$ cat config.mk
export PLATFORM = sky130hd
export DESIGN_NAME = rotator_nco
export DESIGN_NICKNAME = d
export VERILOG_FILES = /design/src/rtl/rotator_pkg.sv /design/src/rtl/quarter_sine_rom.sv /design/src/rtl/rotator_nco.sv
export SDC_FILE = /design/constraint.sdc
export NUM_CORES = 1
export LEC_CHECK = 0
export CORE_MARGIN = 2
export CORE_UTILIZATION = 43
export CTS_CLUSTER_SIZE = 25
export DETAILED_ROUTE_END_ITERATION = 8
export GPL_TIMING_DRIVEN = 0
export PLACE_DENSITY_LB_ADDON = 0.3
export SYNTH_ARGS = -nofsm -noshare
export SYNTH_HDL_FRONTEND = slang
export SYNTH_SLANG_ARGS = --single-unit
$ cat constraint.sdc
create_clock -name clock -period 2.7 [get_ports clock]
set_input_delay 0.405 -clock clock [delete_from_list [all_inputs] [get_ports clock]]
set_output_delay 0.405 -clock clock [all_outputs]
set_load 0.005 [all_outputs]
$ cat src/rtl/rotator_pkg.sv
// Shared constants, quadrant encoding and the quarter-wave table generator
// for the rotator NCO.
package rotator_pkg;

  localparam int NB_PHASE_DEF    = 16;
  localparam int NB_LUT_ADDR_DEF = 6;
  localparam int NB_OUTPUT_DEF   = 8;
  localparam int NBF_OUTPUT_DEF  = 6;
  localparam int LUT_DEPTH       = 1 << NB_LUT_ADDR_DEF;

  typedef enum logic [1:0] {
    Q0 = 2'd0,
    Q1 = 2'd1,
    Q2 = 2'd2,
    Q3 = 2'd3
  } quadrant_t;

  localparam real PI = 3.14159265358979323846;

  // Half-LSB address offset keeps every entry strictly positive, so the
  // quadrant mirroring never has to deal with a signed zero.
  function automatic logic [31:0] sine_entry(input int k, input int nb_addr, input int nbf);
    real theta;
    real scaled;
    theta  = (PI / 2.0) * (real'(k) + 0.5) / real'(1 << nb_addr);
    scaled = $sin(theta) * real'(1 << nbf);
    return 32'($rtoi(scaled + 0.5));
  endfunction

endpackage

$ cat src/rtl/quarter_sine_rom.sv
// Two-read-port quarter-wave sine table; reads L[a] and L[~a] in one
// registered cycle (pipeline stage 1).
module quarter_sine_rom
  import rotator_pkg::*;
#(
  parameter int NB_LUT_ADDR = NB_LUT_ADDR_DEF,
  parameter int NB_OUTPUT   = NB_OUTPUT_DEF,
  parameter int NBF_OUTPUT  = NBF_OUTPUT_DEF
) (
  input  logic                   clock,
  input  logic                   i_reset,
  input  logic [NB_LUT_ADDR-1:0] addr,
  output logic [NB_OUTPUT-1:0]   lut_a,
  output logic [NB_OUTPUT-1:0]   lut_inv
);

  localparam int DEPTH = 1 << NB_LUT_ADDR;

  logic [NB_OUTPUT-1:0] table_rom [DEPTH];

  for (genvar gi = 0; gi < DEPTH; gi++) begin : g_table
    logic [31:0] entry;
    assign entry         = sine_entry(gi, NB_LUT_ADDR, NBF_OUTPUT);
    assign table_rom[gi] = entry[NB_OUTPUT-1:0];
  end

  always_ff @(posedge clock) begin
    if (i_reset) begin
      lut_a   <= '0;
      lut_inv <= '0;
    end else begin
      lut_a   <= table_rom[addr];
      lut_inv <= table_rom[~addr];
    end
  end

endmodule

$ cat src/rtl/rotator_nco.sv
// NCO feeding the I/Q rotator: phase accumulator, quarter-wave lookup and
// quadrant mapping, three edges from input sample to o_sin/o_cos.
module rotator_nco
  import rotator_pkg::*;
#(
  parameter int NB_PHASE    = NB_PHASE_DEF,
  parameter int NB_LUT_ADDR = NB_LUT_ADDR_DEF,
  parameter int NB_OUTPUT   = NB_OUTPUT_DEF,
  parameter int NBF_OUTPUT  = NBF_OUTPUT_DEF
) (
  input  logic                        clock,
  input  logic                        i_reset,
  input  logic                        i_enable,
  input  logic [NB_PHASE-1:0]         i_phase_inc,
  input  logic signed [NB_PHASE-1:0]  i_phase_err,
  input  logic                        i_load,
  input  logic [NB_PHASE-1:0]         i_load_phase,
  output logic signed [NB_OUTPUT-1:0] o_sin,
  output logic signed [NB_OUTPUT-1:0] o_cos,
  output logic [NB_PHASE-1:0]         o_phase,
  output logic                        o_valid
);

  logic [NB_PHASE-1:0] acc_reg;
  logic                v0_reg;
  logic [NB_PHASE-1:0] phase1_reg;
  quadrant_t           quad1_reg;
  logic                v1_reg;
  logic [NB_OUTPUT-1:0] lut_a;
  logic [NB_OUTPUT-1:0] lut_inv;
  logic [NB_OUTPUT-1:0] sin_next;
  logic [NB_OUTPUT-1:0] cos_next;

  // Stage 0: modular accumulate; the signed error adds identically as two's complement.
  always_ff @(posedge clock) begin
    if (i_reset) begin
      acc_reg <= '0;
      v0_reg  <= 1'b0;
    end else if (i_load) begin
      acc_reg <= i_load_phase;
      v0_reg  <= 1'b1;
    end else if (i_enable) begin
      acc_reg <= acc_reg + i_phase_inc + NB_PHASE'(i_phase_err);
      v0_reg  <= 1'b1;
    end else begin
      v0_reg  <= 1'b0;
    end
  end

  quarter_sine_rom #(
    .NB_LUT_ADDR(NB_LUT_ADDR),
    .NB_OUTPUT  (NB_OUTPUT),
    .NBF_OUTPUT (NBF_OUTPUT)
  ) u_rom (
    .clock  (clock),
    .i_reset(i_reset),
    .addr   (acc_reg[NB_PHASE-3 -: NB_LUT_ADDR]),
    .lut_a  (lut_a),
    .lut_inv(lut_inv)
  );

  // Stage 1 side registers, kept aligned with the ROM read.
  always_ff @(posedge clock) begin
    if (i_reset) begin
      phase1_reg <= '0;
      quad1_reg  <= Q0;
      v1_reg     <= 1'b0;
    end else begin
      phase1_reg <= acc_reg;
      quad1_reg  <= quadrant_t'(acc_reg[NB_PHASE-1 -: 2]);
      v1_reg     <= v0_reg;
    end
  end

  always_comb begin
    sin_next = lut_a;
    cos_next = lut_inv;
    case (quad1_reg)
      Q0: begin sin_next = lut_a;    cos_next = lut_inv;  end
      Q1: begin sin_next = lut_inv;  cos_next = -lut_a;   end
      Q2: begin sin_next = -lut_a;   cos_next = -lut_inv; end
      Q3: begin sin_next = -lut_inv; cos_next = lut_a;    end
      default: begin sin_next = lut_a; cos_next = lut_inv; end
    endcase
  end

  // Stage 2: outputs only update on valid samples so they hold through gaps.
  always_ff @(posedge clock) begin
    if (i_reset) begin
      o_sin   <= '0;
      o_cos   <= '0;
      o_phase <= '0;
      o_valid <= 1'b0;
    end else begin
      o_valid <= v1_reg;
      if (v1_reg) begin
        o_sin   <= sin_next;
        o_cos   <= cos_next;
        o_phase <= phase1_reg;
      end
    end
  end

endmodule
==> results.cfg, run 1 <==
[floorplan]
ioPinCount = 85
initial_core_util_pct = 43.6
die_h_um = 114
coreArea_um2 = 11900
die-area_um2 = 13000
die_w_um = 114
rows = 40

[timing]
setup_ws_ns = 0.0752
fin_setup_tns_ns = 0
whs_ns = 0.442
period_share_pct = 97.2
rsz0062_at_grt = no
maxSlewHeadroom_pct = 50.3
worst_slew_pin_slew_ns = 0.746
report.final.slew_viol_count = 0
max_freq_mhz = 381
min_period_ns = 2.62
hold_viol = 0
fin_skew_ns = 0.00809
setup_viol = 0

[global_routing]
first_global_vias = 4966
grt_pass1_wl_mm = 24.4
grt_antenna_before_repair = 0
grt_max_degree = 17
globalRouteOverflowTotal = 0
grt_usage_pct = 23.5

[cts]
cts-root-buf = clkbuf_16
cts_tree = built
clkTransAtPathRegs_ns = 0.06
cts_buffers = 9
h-tree-depth = 3
clock_sinks = 81
clock_path_buffers = 2
clk_latency_ns = 0.34

[yosys]
synth-seq-cells = 81
seq_area_frac_synth_pct = 31.2
synth_cells = 619
yosys_warnings = 0
synth_ff_type = dfxtp_1
syn_area_um2 = 5190
avgSynthCellArea_um2 = 8.39
synth_cell_types = 55
synth_edf_count = 0
syn-num-nets = 714
ys_async_sr_fraction_pct = 0

[critical_path]
crit_type = in -> reg
startpoint_type = primary input
worstPathMaxFanout = 5
end_kind = register
cp_data_required_time_ns = 2.90
critPathArrivalTime_ns = 2.83

[cells_and_area]
multiInputGateArea_um2 = 3370
fillers = 1082
regArea_um2 = 1620
syn_to_final_growth_pct = 28.7
final_util_pct = 56.1
mostFrequentLayoutCell = nor2_1
diodes = 0
layout.nets = 812
drive_above_1_share_pct = 8.45
final_cell_mix = nor2_1 (80), dfxtp_1 (79), clkdlybuf4s50_1 (77), a21oi_1 (52), nand2_1 (46)

[placed_design]
dp_hpwl_mm = 11.3
io_buffers = 83
place_ws_ns = -0.627
gp_congestion = 0.978

[routing]
vias_per_cell = 5.76
wirelength_mm = 15.0
avgRoutedWirePerCell_um = 17.3
vias = 5003
drc = 0
drt_iter0_drc = 486
dr.pass1.iters = 5
postRouteAntennaNets = 0

[power]
vdd.ir_drop.worst_mv = 0.379
leakage_nw = 2.56
p_per_area_nw_per_um2 = 711

[status]
status = finished clean

[hold_path]
hp-class = reg -> reg

[run]
cap_violations = 0
==> kinds of logic after synthesis <==
kind of cell               count (synthesis)  synth area share, %
and+or+nand+nor                          202                 18.0
AOI/OAI and AO/OA                        165                 20.3
DFF                                       81                 31.2
buffers and inverters                     74                 5.47
adders and majority gates                 43                 12.7
muxes                                     38                 9.61
xor gates and xnor gates                  16                 2.70
==> repair_timing <==
action | CTS | global route
gates resized for setup | 13 | 17
buffers inserted | 4 | 1
hold buffers | 0 | 0
pin swaps | 7 | 10
endpoints found under the setup margin | 10 | 15
==> per-layer routing <==
layer  routed length [um]  GRT usage, %  vias up
met5                    0             0        -
met4                  346          9.19        0
met3                  789          3.13       35
met2                 7320          40.2      210
met1                 6570          30.2     2359
li1                     -             -     2399
==> through the flow <==
step / area [um2] / cells / power [mW]
floorplan: 5190 / 619 / 2.69
global placement: 6210 / 849 / 3.15
detailed placement: 6210 / 849 / 3.19
CTS: 6620 / 868 / 4.69
global route: 6690 / 869 / 5.01
finish: 6690 / 869 / 4.75
==> critical path, cell delays in order <==
cell	delay, ns
clkdlybuf4s50_1	0.43
fa_1	0.60
ha_4	0.23
a21oi_2	0.14
nor2b_1	0.06
a311o_1	0.39
buf_4	0.16
a2bb2oi_1	0.15
xnor2_1	0.15
o22ai_1	0.10
==> area by class of cell <==
class / instances / share of cell area [%]
repair buffers: 88 / 13.1
clock buffers: 9 / 3.37
inverters: 27 / 1.52
well taps: 147 / 2.75
multi-input cells: 464 / 50.3
flip-flops and latches: 81 / 24.3
plain buffers: 46 / 2.69
clock inverters: 7 / 1.95
==> Yosys cell counts, types with 2 or more instances <==
library cell / number / area [um2]
a31oi_1: 6 / 37.5
nand3_1: 13 / 65.1
nor4_1: 3 / 18.8
a2111oi_0: 2 / 17.5
o31ai_1: 5 / 37.5
o21ai_0: 28 / 140
nor3b_1: 3 / 22.5
a221oi_1: 4 / 35.0
a2bb2oi_1: 2 / 17.5
xnor2_1: 10 / 87.6
xor2_1: 6 / 52.6
buf_1: 13 / 48.8
dfxtp_1: 81 / 1620
a21o_1: 2 / 15.0
buf_2: 5 / 25.0
a22o_1: 2 / 17.5
a211o_1: 4 / 35.0
o211ai_1: 3 / 22.5
mux4_2: 8 / 180
a32o_1: 3 / 30.0
nand2b_1: 12 / 75.1
o22ai_1: 10 / 62.6
nor3_1: 15 / 75.1
or3_1: 2 / 12.5
fa_1: 16 / 320
mux2_2: 2 / 22.5
inv_1: 26 / 97.6
o21a_1: 4 / 30.0
ha_1: 27 / 338
nor2b_1: 19 / 119
o311ai_0: 3 / 26.3
mux2i_1: 27 / 270
a311o_1: 2 / 20.0
o2111ai_1: 5 / 43.8
a21oi_1: 56 / 280
a211oi_1: 18 / 135
nor4b_1: 2 / 17.5
nand2_1: 46 / 173
clkbuf_1: 29 / 109
nor2_1: 80 / 300
==> report_power, final <==
part           switching [mW]  total (mW)  internal, mW
clock                   0.538        1.46         0.923
combinational            1.03        1.86         0.825
sequential              0.123        1.44          1.31
total                    1.69        4.75          3.06
==> final timing paths <==
path / start / to / slack (ns) / depth (start not counted)
hold reg to reg: o_sin[3] / o_sin[3] / 0.44 / 2
hold / removal: o_sin[3] / o_sin[3] / 0.44 / 2
setup / recovery: i_phase_inc[4] / acc_reg[12] / 0.08 / 10
setup reg to reg: acc_reg[1] / acc_reg[9] / 0.14 / 10
Power figures use the tool's default switching activity.
==> run 2: changes to the inputs <==
--- a/config.mk
+++ b/config.mk
@@ -9,6 +9,7 @@
 export CORE_UTILIZATION = 43
 export CTS_CLUSTER_SIZE = 25
 export DETAILED_ROUTE_END_ITERATION = 8
+export GPL_ROUTABILITY_DRIVEN = 1
 export GPL_TIMING_DRIVEN = 0
 export PLACE_DENSITY_LB_ADDON = 0.3
 export SYNTH_ARGS = -nofsm -noshare
==> results of run 2 <==
Final layout, timing and power as in run 1 (identical DEF).
